**src/rtl/crc_check_if.sv**
```systemverilog
// Receive bit stream from the unstuffer into crc_check, and its verdict/payload outputs.
// CRC_ERR_CNT_EN adds the err_cnt signal.
interface crc_check_if;
  logic       s_in;
  logic       start;
  logic       endr;
  logic       pause;
  logic [3:0] pid;
  logic [1:0] pkt_type;
  logic       d_out;
  logic       d_valid;
  logic       done;
  logic       pkt_ok;
  logic [2:0] err;
`ifdef CRC_ERR_CNT_EN
  logic [7:0] err_cnt;
`endif

  modport slave (
    input  s_in, start, endr, pause,
    output pid, pkt_type, d_out, d_valid, done, pkt_ok, err
`ifdef CRC_ERR_CNT_EN
    , output err_cnt
`endif
  );

  modport master (
    output s_in, start, endr, pause,
    input  pid, pkt_type, d_out, d_valid, done, pkt_ok, err
`ifdef CRC_ERR_CNT_EN
    , input err_cnt
`endif
  );
endinterface

```
**src/rtl/crc_check.sv**
```systemverilog
// USB receive checker: PID capture/decode, CRC5/CRC16 residue and length check, payload forwarding.
// d_out/d_valid lag s_in by 1 cycle, done follows endr by 1 cycle; no backpressure, pause stalls; CRC_ERR_CNT_EN adds err_cnt.
module crc_check (
  input logic        clk,
  input logic        rst_n,
  crc_check_if.slave bus
);
  typedef enum logic [1:0] {IDLE, PID, BODY, CHECK} state_t;

  localparam logic [1:0]  TYPE_DATA  = 2'd0;
  localparam logic [1:0]  TYPE_TOKEN = 2'd1;
  localparam logic [1:0]  TYPE_HS    = 2'd2;
  localparam logic [1:0]  TYPE_INV   = 2'd3;
  localparam logic [4:0]  CRC5_POLY  = 5'b00101;
  localparam logic [4:0]  CRC5_RES   = 5'b01100;
  localparam logic [15:0] CRC16_POLY = 16'h8005;
  localparam logic [15:0] CRC16_RES  = 16'h800D;

  state_t      state_q, state_d;
  logic [7:0]  pid_sr_q, pid_sr_d;
  logic [2:0]  pid_cnt_q, pid_cnt_d;
  logic [6:0]  body_cnt_q, body_cnt_d;
  logic [4:0]  crc5_q, crc5_d;
  logic [15:0] crc16_q, crc16_d;
  logic [2:0]  err_q, err_d;
  logic        pkt_ok_q, pkt_ok_d;
  logic        d_out_q, d_out_d;
  logic        d_valid_q, d_valid_d;

  logic        in_pkt, accept, go_check, done_w;
  logic [1:0]  type_w;
  logic [6:0]  body_len, fwd_len;
  logic        len_err, crc_err, pid_err;
  logic        fb5, fb16;
  logic [4:0]  crc5_nxt;
  logic [15:0] crc16_nxt;

  assign in_pkt   = (state_q == PID) || (state_q == BODY);
  assign accept   = in_pkt && !bus.pause && !bus.endr;
  assign go_check = in_pkt && bus.endr;
  assign done_w   = (state_q == CHECK) && !bus.start;

  always_comb begin
    type_w   = TYPE_INV;
    body_len = 7'd0;
    fwd_len  = 7'd0;
    case (pid_sr_q[1:0])
      2'b01: begin type_w = TYPE_TOKEN; body_len = 7'd16; fwd_len = 7'd11; end
      2'b11: begin type_w = TYPE_DATA;  body_len = 7'd80; fwd_len = 7'd64; end
      2'b10: begin type_w = TYPE_HS; end
      default: ;
    endcase
  end

  // Galois LFSRs shifted MSB-first; a clean packet leaves the fixed residue.
  assign fb5       = crc5_q[4] ^ bus.s_in;
  assign crc5_nxt  = {crc5_q[3:0], 1'b0} ^ (fb5 ? CRC5_POLY : 5'b0);
  assign fb16      = crc16_q[15] ^ bus.s_in;
  assign crc16_nxt = {crc16_q[14:0], 1'b0} ^ (fb16 ? CRC16_POLY : 16'b0);

  assign len_err = (body_cnt_q != body_len);
  assign pid_err = (pid_sr_q[7:4] != ~pid_sr_q[3:0]) || (type_w == TYPE_INV);

  always_comb begin
    crc_err = 1'b0;
    if (!len_err) begin
      if (type_w == TYPE_TOKEN)     crc_err = (crc5_q != CRC5_RES);
      else if (type_w == TYPE_DATA) crc_err = (crc16_q != CRC16_RES);
    end
  end

  always_comb begin
    state_d    = state_q;
    pid_sr_d   = pid_sr_q;
    pid_cnt_d  = pid_cnt_q;
    body_cnt_d = body_cnt_q;
    crc5_d     = crc5_q;
    crc16_d    = crc16_q;
    err_d      = err_q;
    pkt_ok_d   = pkt_ok_q;
    d_out_d    = 1'b0;
    d_valid_d  = 1'b0;
    case (state_q)
      PID: begin
        if (accept) begin
          pid_sr_d[pid_cnt_q] = bus.s_in;
          pid_cnt_d           = pid_cnt_q + 3'd1;
          if (pid_cnt_q == 3'd7) begin
            state_d    = BODY;
            crc5_d     = '1;
            crc16_d    = '1;
            body_cnt_d = '0;
          end
        end
      end
      BODY: begin
        if (accept) begin
          if (body_cnt_q != 7'd127) body_cnt_d = body_cnt_q + 7'd1;
          if (type_w == TYPE_TOKEN) crc5_d = crc5_nxt;
          if (type_w == TYPE_DATA)  crc16_d = crc16_nxt;
          if (body_cnt_q < fwd_len) begin
            d_valid_d = 1'b1;
            d_out_d   = bus.s_in;
          end
        end
      end
      CHECK:   state_d = IDLE;
      default: ;
    endcase
    if (go_check) begin
      state_d  = CHECK;
      err_d    = {len_err, crc_err, pid_err};
      pkt_ok_d = !(len_err || crc_err || pid_err);
    end
    // A start anywhere abandons the packet in flight and takes this cycle's bit as PID bit 0.
    if (bus.start) begin
      state_d    = PID;
      pid_sr_d   = {7'b0, bus.s_in};
      pid_cnt_d  = 3'd1;
      body_cnt_d = '0;
      err_d      = '0;
      pkt_ok_d   = 1'b0;
      d_out_d    = 1'b0;
      d_valid_d  = 1'b0;
    end
  end

  always_ff @(posedge clk or negedge rst_n) begin
    if (!rst_n) begin
      state_q    <= IDLE;
      pid_sr_q   <= '0;
      pid_cnt_q  <= '0;
      body_cnt_q <= '0;
      crc5_q     <= '0;
      crc16_q    <= '0;
      err_q      <= '0;
      pkt_ok_q   <= 1'b0;
      d_out_q    <= 1'b0;
      d_valid_q  <= 1'b0;
    end else begin
      state_q    <= state_d;
      pid_sr_q   <= pid_sr_d;
      pid_cnt_q  <= pid_cnt_d;
      body_cnt_q <= body_cnt_d;
      crc5_q     <= crc5_d;
      crc16_q    <= crc16_d;
      err_q      <= err_d;
      pkt_ok_q   <= pkt_ok_d;
      d_out_q    <= d_out_d;
      d_valid_q  <= d_valid_d;
    end
  end

  assign bus.pid      = pid_sr_q[3:0];
  assign bus.pkt_type = type_w;
  assign bus.d_out    = d_out_q;
  assign bus.d_valid  = d_valid_q;
  assign bus.done     = done_w;
  assign bus.pkt_ok   = pkt_ok_q;
  assign bus.err      = err_q;

`ifdef CRC_ERR_CNT_EN
  logic [7:0] err_cnt_q;

  always_ff @(posedge clk or negedge rst_n) begin
    if (!rst_n) begin
      err_cnt_q <= '0;
    end else if (done_w && !pkt_ok_q && (err_cnt_q != 8'hFF)) begin
      err_cnt_q <= err_cnt_q + 8'd1;
    end
  end

  assign bus.err_cnt = err_cnt_q;
`endif
endmodule

```
**src/flat_wrapper.sv**
```systemverilog
// flat-port wrapper written by rule: the top's interface ports become plain ports
module crc_check_flat 
  (clk, rst_n, bus_s_in, bus_start, bus_endr, bus_pause, bus_pid, bus_pkt_type, bus_d_out, bus_d_valid, bus_done, bus_pkt_ok, bus_err);
  crc_check_if bus_i ();
  input logic clk;
  input logic rst_n;
  input wire logic [$bits(bus_i.s_in)-1:0] bus_s_in;
  input wire logic [$bits(bus_i.start)-1:0] bus_start;
  input wire logic [$bits(bus_i.endr)-1:0] bus_endr;
  input wire logic [$bits(bus_i.pause)-1:0] bus_pause;
  output wire logic [$bits(bus_i.pid)-1:0] bus_pid;
  output wire logic [$bits(bus_i.pkt_type)-1:0] bus_pkt_type;
  output wire logic [$bits(bus_i.d_out)-1:0] bus_d_out;
  output wire logic [$bits(bus_i.d_valid)-1:0] bus_d_valid;
  output wire logic [$bits(bus_i.done)-1:0] bus_done;
  output wire logic [$bits(bus_i.pkt_ok)-1:0] bus_pkt_ok;
  output wire logic [$bits(bus_i.err)-1:0] bus_err;
  assign bus_i.s_in = bus_s_in;
  assign bus_i.start = bus_start;
  assign bus_i.endr = bus_endr;
  assign bus_i.pause = bus_pause;
  assign bus_pid = bus_i.pid;
  assign bus_pkt_type = bus_i.pkt_type;
  assign bus_d_out = bus_i.d_out;
  assign bus_d_valid = bus_i.d_valid;
  assign bus_done = bus_i.done;
  assign bus_pkt_ok = bus_i.pkt_ok;
  assign bus_err = bus_i.err;
  crc_check u_core (.clk(clk), .rst_n(rst_n), .bus(bus_i));
endmodule
```
**config.mk**
```make
export PLATFORM = sky130hd
export DESIGN_NAME = crc_check_flat
export DESIGN_NICKNAME = d
export VERILOG_FILES = /design/src/rtl/crc_check_if.sv /design/src/rtl/crc_check.sv /design/src/flat_wrapper.sv
export SDC_FILE = /design/constraint.sdc
export NUM_CORES = 1
export LEC_CHECK = 0
export ABC_AREA = 1
export CELL_PAD_IN_SITES_DETAIL_PLACEMENT = 0
export CELL_PAD_IN_SITES_GLOBAL_PLACEMENT = 1
export CORE_ASPECT_RATIO = 1.2
export CORE_MARGIN = 2
export CORE_UTILIZATION = 35
export CTS_CLUSTER_DIAMETER = 150
export DETAILED_ROUTE_END_ITERATION = 8
export PLACE_DENSITY_LB_ADDON = 0.1
export REMOVE_ABC_BUFFERS = 1
export SLEW_MARGIN = 20
export SYNTH_ARGS = -nofsm -noshare
export SYNTH_HDL_FRONTEND = slang
export SYNTH_SLANG_ARGS = --single-unit
export TNS_END_PERCENT = 100
```
**constraint.sdc**
```tcl
create_clock -name clk -period 1.9 [get_ports clk]
set_input_delay 0.19 -clock clk [delete_from_list [all_inputs] [get_ports clk]]
set_output_delay 0.19 -clock clk [all_outputs]
set_load 0.05 [all_outputs]
```
==> impl_metrics.csv, run 1 <==
group,metric,value,unit
pwr,p_leak,1.56,nW
layout,final_area,3260,sq um
worst_setup_path,cp_max_fo,16,
synthesis,synth_area_leaders,"dfrtp_1 (43%), nand2_1 (11%), nor2_1 (8.7%)",
timing,fmax,0.555,GHz
pwr,power-per-cell-area,1200,nW/um^2
floorplanning,die_x,84.3,um
floorplanning,start_util,35.7,%
worst_setup_path,cpMostUsedCell,"buf_4",
worst_setup_path,worst-path-buf-inv,4,
route,via_count,2290,
layout,num_antenna_cells,0,
clocking,clkSlewWorstSetupHoldPaths,0.10,ns
layout,nets,410,
worst_setup_path,critPathKind,"reg -> reg",
floorplanning,core_area,7580,sq um
pwr,ir_worst_vdd,0.437,mV
placement,hpwl,4800,um
worst_setup_path,crit_chain,"buf_4 > ha_2 > nand2_1 > o21ai_1 > buf_4 > nor3_4 > buf_4 > clkbuf_16 > nor2_1 > a21oi_2",
worst_setup_path,cp-start-kind,"register",
route,ant_nets,0,
layout,final_layout_size_suffix_gt1_share,14.7,%
worst_setup_path,critPathTopFamily,"buffers and inverters",
worst_setup_path,cpPeakStageDelay,0.42,ns
worst_setup_path,r2r_cells,10,
placement,dpl.cell_count,470,
synthesis,synth-seq-cells,47,
worst_setup_path,crit_arrival,2.05,ns
layout,area_delta_synth_final,20.4,%
timing,final.period_utilization,94.9,%
global_routing,grt_pass1_wl,10700,um
worst_setup_path,r2r_end,"u_core.crc16_q[9]",
clocking,htree_levels,2,
floorplanning,fp-row-count,35,
worst_setup_path,r2r-start,"u_core.state_q[0]",
layout,finalNonFillerCells,487,
route,wl_per_cell,13.4,um
clocking,clock_latency,0.31,ns
worst_setup_path,cp_data_required_time,2.15,ns
global_routing,antenna_found_initial,0,
clocking,clockBufferDepth,2,
synthesis,synth_cell_types,30,
floorplanning,ios,19,
timing,max_slew.worst_pin.slew,0.583,ns
synthesis,ys_seq_area_share,43.4,%
clocking,cts.sinks,47,
placement,post-place-ws,0.0595,ns
timing,hold_viol_final,0,
route,drc,0,
synthesis,yosys_warnings,0,
synthesis,avgSynthCellArea,7.58,sq um
synthesis,synthArstFlopShare,100,%
outcome,outcome,"finished, final reports clean",
synthesis,synthFlopType,"dfrtp_1",
layout,n_fill_cell,780,
clocking,cts_buffers,5,
timing,finalClockSkew,0.00969,ns
synthesis,synth_edf_count,0,
synthesis,syn_area,2710,sq um
layout,layout_common_cells,"nand2_1 (79), nor2_1 (63), dfrtp_1 (47)",
timing,grt_setup_unrepaired,"yes",
route,via_per_inst,4.70,
route,drt_iter0_drc,72,
placement,port_buffers,18,
worst_setup_path,end_kind,"register",
placement,routabilityCongestion,0.864,
timing,slew_viol_final,0,
route,dr.pass1.iters,4,
timing,setup_violations,0,
clocking,cts_tree,"built",
global_routing,grt_max_degree,33,
floorplanning,dieHeight,100,um
global_routing,grt_pass1_vias,2229,
timing,relSlewSlack,61.2,%
layout,final_common_cell,"nand2_1",
worst_setup_path,cp_slowest_cell,"dfrtp_1",
synthesis,synth_area_leader_cell,"dfrtp_1",
floorplanning,die-area,8460,sq um
global_routing,grtUsageTotal,16.0,%
hold_path,hold_class,"in -> async",
placement,placed_area,3040,sq um
flow_run,drv_cap,0,
timing,period_needed,1.80,ns
timing,setup_ws,0.0976,ns
synthesis,yosys.area.top_type_share,43.4,%
synthesis,postSynthCellCount,357,
global_routing,gr-total-overflow,0,
route,wirelength,6550,um
clocking,cts-root-buf,"clkbuf_8",
worst_setup_path,timing.reg2reg.setup_slack,0.1,ns
## what timing repair did
action	4_1_cts	5_1_grt
endpoints found under the setup margin	0	32
endpoints found under the hold margin	23	0
buffers inserted	0	5
hold buffers	1	0
gates resized for setup	0	7
## worst max path at each step
stage	cells past startpoint	slack [ns]	to	startpoint
2_1_floorplan	7	-0.29	u_core.crc16_q[14]	u_core.state_q[0]
3_3_place_gp	10	0.10	u_core.pid_sr_q[2]	u_core.state_q[0]
3_5_place_dp	10	0.06	u_core.pid_sr_q[2]	u_core.state_q[0]
4_1_cts	2	0.02	bus_pid[0]	u_core.pid_sr_q[0]
5_1_grt	10	-0.01	u_core.pid_sr_q[6]	u_core.state_q[0]
6_report	10	0.1	u_core.crc16_q[9]	u_core.state_q[0]
## cell usage after synthesis (2+ instances only)
cell type / instances
inv_1: 43
o21ai_0: 29
nand4_1: 5
o211ai_1: 2
dfrtp_1: 47
nand2_1: 81
nor3_1: 3
a21oi_2: 11
xnor2_1: 3
buf_2: 3
buf_6: 3
a21oi_1: 5
clkbuf_1: 2
nand2_2: 2
nand3_1: 17
xor2_1: 3
nor2_1: 63
ha_1: 10
buf_4: 6
o21ai_1: 9
## power breakdown
part	internal, mW	total (mW)	switching [mW]
sequential	1.29	1.54	0.247
combinational	0.673	1.76	1.08
clock	0.257	0.620	0.363
total	2.22	3.91	1.69
## sequential cells by signal (all words and copies together) (netlist names)
signal              count
u_core.body_cnt_q       7
u_core.bus.d_out        1
u_core.bus.d_valid      1
u_core.bus.err          3
u_core.bus.pkt_ok       1
u_core.crc16_q         16
u_core.crc5_q           5
u_core.pid_cnt_q        3
u_core.pid_sr_q         8
u_core.state_q          2
## kinds of logic (layout without fill, tap and decap cells)
family | after synthesis | after routing | share of synthesized area (%)
flip-flops | 47 | 47 | 43.4
AND/OR/NAND/NOR | 175 | 176 | 26.8
XOR/XNOR | 6 | 6 | 1.94
AO/OA/AOI/OAI | 60 | 60 | 13.3
adder cells (fa/ha/maj) | 10 | 10 | 4.62
buffers and inverters | 59 | 96 | 9.98
## layer usage
metal | global-route usage, % | part of all wire, %
met3 | 2.38 | 1.8
met4 | 4.47 | 1.2
met5 | 0 | 0
met1 | 19.7 | 45
met2 | 29.2 | 52
## metrics by stage
| step | util, % | setup TNS [ns] | total power [mW] | hold slack (ns) |
|---|---|---|---|---|
| floorplan | - | -3.99 | 2.63 | -0.106 |
| global placement | 40.1 | 0 | 3.18 | 0.239 |
| detailed placement | 40.1 | 0 | 3.18 | 0.229 |
| CTS | 41.5 | 0 | 3.82 | 0.426 |
| global route | 43.0 | -0.0189 | 4.28 | 0.449 |
| finish | 43.0 | 0 | 3.91 | 0.411 |
## cell type report
class / count / area [sq um] / area share, %
multi-input combinational: 252 / 1290 / 39.6
tap: 92 / 115 / 3.53
clock inverter: 3 / 20.0 / 0.614
timing repair buffer: 43 / 420 / 12.9
inverter: 45 / 169 / 5.18
clock buffer: 5 / 68.8 / 2.11
sequential: 47 / 1180 / 36.1
(Power assumes the default switching activity.)
==> run 2: changes to the inputs <==
--- a/config.mk
+++ b/config.mk
@@ -10,7 +10,7 @@
 export CELL_PAD_IN_SITES_GLOBAL_PLACEMENT = 1
 export CORE_ASPECT_RATIO = 1.2
 export CORE_MARGIN = 2
-export CORE_UTILIZATION = 35
+export CORE_UTILIZATION = 30
 export CTS_CLUSTER_DIAMETER = 150
 export DETAILED_ROUTE_END_ITERATION = 8
 export PLACE_DENSITY_LB_ADDON = 0.1
==> run 2 against run 1 <==
Compared with the run above:
- core utilization decreased by 5.4 points
- first-iteration DRC count increased by 15%
- setup slack improved by 0.038 ns
- clock skew decreased by 0.0062 ns
- hold slack got worse by 0.033 ns
- count of clock-buffer cells in the layout increased by 2
- sequential cell count unchanged
- clock power increased by 2%
- global-route usage decreased by 1.1 points
- largest cell class unchanged
- largest power group unchanged
==> impl_metrics.csv, run 2 (same netlist as run 1, synthesis figures left out) <==
group,metric,value,unit
clocking,cts.sinks,47,
worst_setup_path,cp_max_fo,5,
timing,hold_viol_final,0,
pwr,finalPower,3.89,mW
global_routing,grt_pass1_vias,2272,
worst_setup_path,critPathTopFamily,"buffers and inverters",
floorplanning,ios,19,
layout,layout_common_cells,"nand2_1 (79), nor2_1 (60), dfrtp_1 (47)",
layout,area_delta_synth_final,20.3,%
worst_setup_path,cp_data_required_time,1.71,ns
worst_setup_path,crit_chain,"clkdlybuf4s50_1",
timing,fin_hold_ws,0.378,ns
route,drc,0,
layout,final_common_cell,"nand2_1",
layout,n_fill_cell,937,
flow_run,drv_cap,0,
global_routing,grt_max_degree,33,
clocking,clockBufferDepth,2,
global_routing,grt_pass1_wl,11400,um
worst_setup_path,critPathKind,"reg -> out",
timing,setup_ws,0.136,ns
floorplanning,fp-row-count,37,
route,ant_nets,0,
placement,hpwl,4940,um
layout,regArea,1180,sq um
layout,multiInputGateArea,1290,sq um
layout,final_layout_size_suffix_gt1_share,14.3,%
clocking,clock_latency,0.31,ns
placement,routabilityCongestion,0.783,
pwr,p_leak,1.54,nW
layout,num_antenna_cells,0,
worst_setup_path,worst-path-buf-inv,1,
timing,fmax,0.567,GHz
timing,relSlewSlack,64.3,%
timing,slew_viol_final,0,
placement,post-place-ws,0.0945,ns
worst_setup_path,cpPeakStageDelay,0.84,ns
route,wl_per_cell,13.5,um
route,wirelength,6880,um
timing,setup_violations,0,
route,drt_iter0_drc,83,
pwr,power-per-cell-area,1190,nW/um^2
floorplanning,core_area,8660,sq um
clocking,cts_tree,"built",
outcome,outcome,"finished, final reports clean",
clocking,htree_levels,2,
route,via_count,2306,
clocking,clkSlewWorstSetupHoldPaths,0.09,ns
global_routing,gr-total-overflow,0,
layout,nets,407,
floorplanning,die_x,90.7,um
layout,top_register,"u_core.crc16_q",
layout,reg_top3,"u_core.crc16_q x16, u_core.pid_sr_q x8, u_core.body_cnt_q x7",
clocking,cts_buffers,5,
timing,final.period_utilization,92.9,%
worst_setup_path,cp-start-kind,"register",
global_routing,antenna_found_initial,0,
global_routing,grtUsageTotal,15.0,%
placement,port_buffers,18,
floorplanning,die-area,9800,sq um
clocking,cts-root-buf,"clkbuf_8",
timing,finalClockSkew,0.00352,ns
pwr,ir_worst_vdd,0.428,mV
worst_setup_path,crit_arrival,1.57,ns
route,via_per_inst,4.53,
floorplanning,dieHeight,108,um
worst_setup_path,cp_slowest_cell,"clkdlybuf4s50_1",
layout,largest_register_ffs,16,
hold_path,hold_class,"in -> async",
floorplanning,start_util,31.3,%
timing,period_needed,1.76,ns
timing,max_slew.worst_pin.slew,0.534,ns
route,dr.pass1.iters,4,
worst_setup_path,end_kind,"primary output",
run 2: cell types whose count changed in the layout (fill, tap and decap cells not counted), sizes merged:
cell / change
nand3: -1
clkinvlp: -2
clkbuf: +1
dlymetal6s2s: -1
run 2: final timing paths:
path                                          from                   to  slack [ns]  depth (start not counted)
max in group asynchronous                    rst_n  u_core.pid_cnt_q[2]        0.99                          3
worst min-delay path                         rst_n   u_core.crc16_q[10]        0.38                          2
min in group clk                 u_core.bus.err[0]    u_core.bus.err[0]        0.49                          2
worst max-delay path            u_core.pid_sr_q[1]           bus_pid[1]        0.14                          1
worst min register to register   u_core.bus.err[0]    u_core.bus.err[0]        0.49                          2
worst max register to register   u_core.state_q[0]    u_core.crc16_q[3]        0.17                          9
run 2: stage by stage:
| step | cell area [sq um] | std cells | TNS, ns | utilization (%) |
|---|---|---|---|---|
| after floorplan | 2610 | 343 | -3.99 | - |
| after global placement | 3080 | 495 | 0 | 35.6 |
| after detailed placement | 3080 | 495 | 0 | 35.6 |
| after CTS | 3170 | 504 | 0 | 36.7 |
| after global routing | 3260 | 509 | -0.00341 | 37.6 |
| final | 3260 | 509 | 0 | 37.6 |
run 2: final cells by class:
class	instances	area share [%]
flip-flops and latches	47	36.1
well taps	117	4.49
clock inverters	1	0.154
repair buffers	41	12.3
inverters	45	5.18
multi-input cells	251	39.5
clock buffers	7	2.34
run 2: repair_timing:
item / CTS / global route
hold endpoints to repair: 19 / 0
endpoints found under the setup margin: 0 / 14
buffers inserted: 0 / 3
resized for setup: 0 / 8
hold buffers: 1 / 0
run 2: metal layers:
| layer | global-route usage (%) | vias up | routed length, um |
|---|---|---|---|
| met5 | 0 | - | 0 |
| met4 | 4.62 | 0 | 89 |
| met3 | 3.07 | 7 | 174 |
| met2 | 26.2 | 23 | 3390 |
| met1 | 18.5 | 1080 | 3230 |
| li1 | - | 1196 | - |
run 2: where the power goes:
part	switching (mW)	leakage (nW)	total (mW)	internal, mW
combinational	1.08	0.926	1.72	0.645
clock	0.372	0.0422	0.632	0.260
sequential	0.236	0.567	1.53	1.29
total	1.69	1.54	3.89	2.20
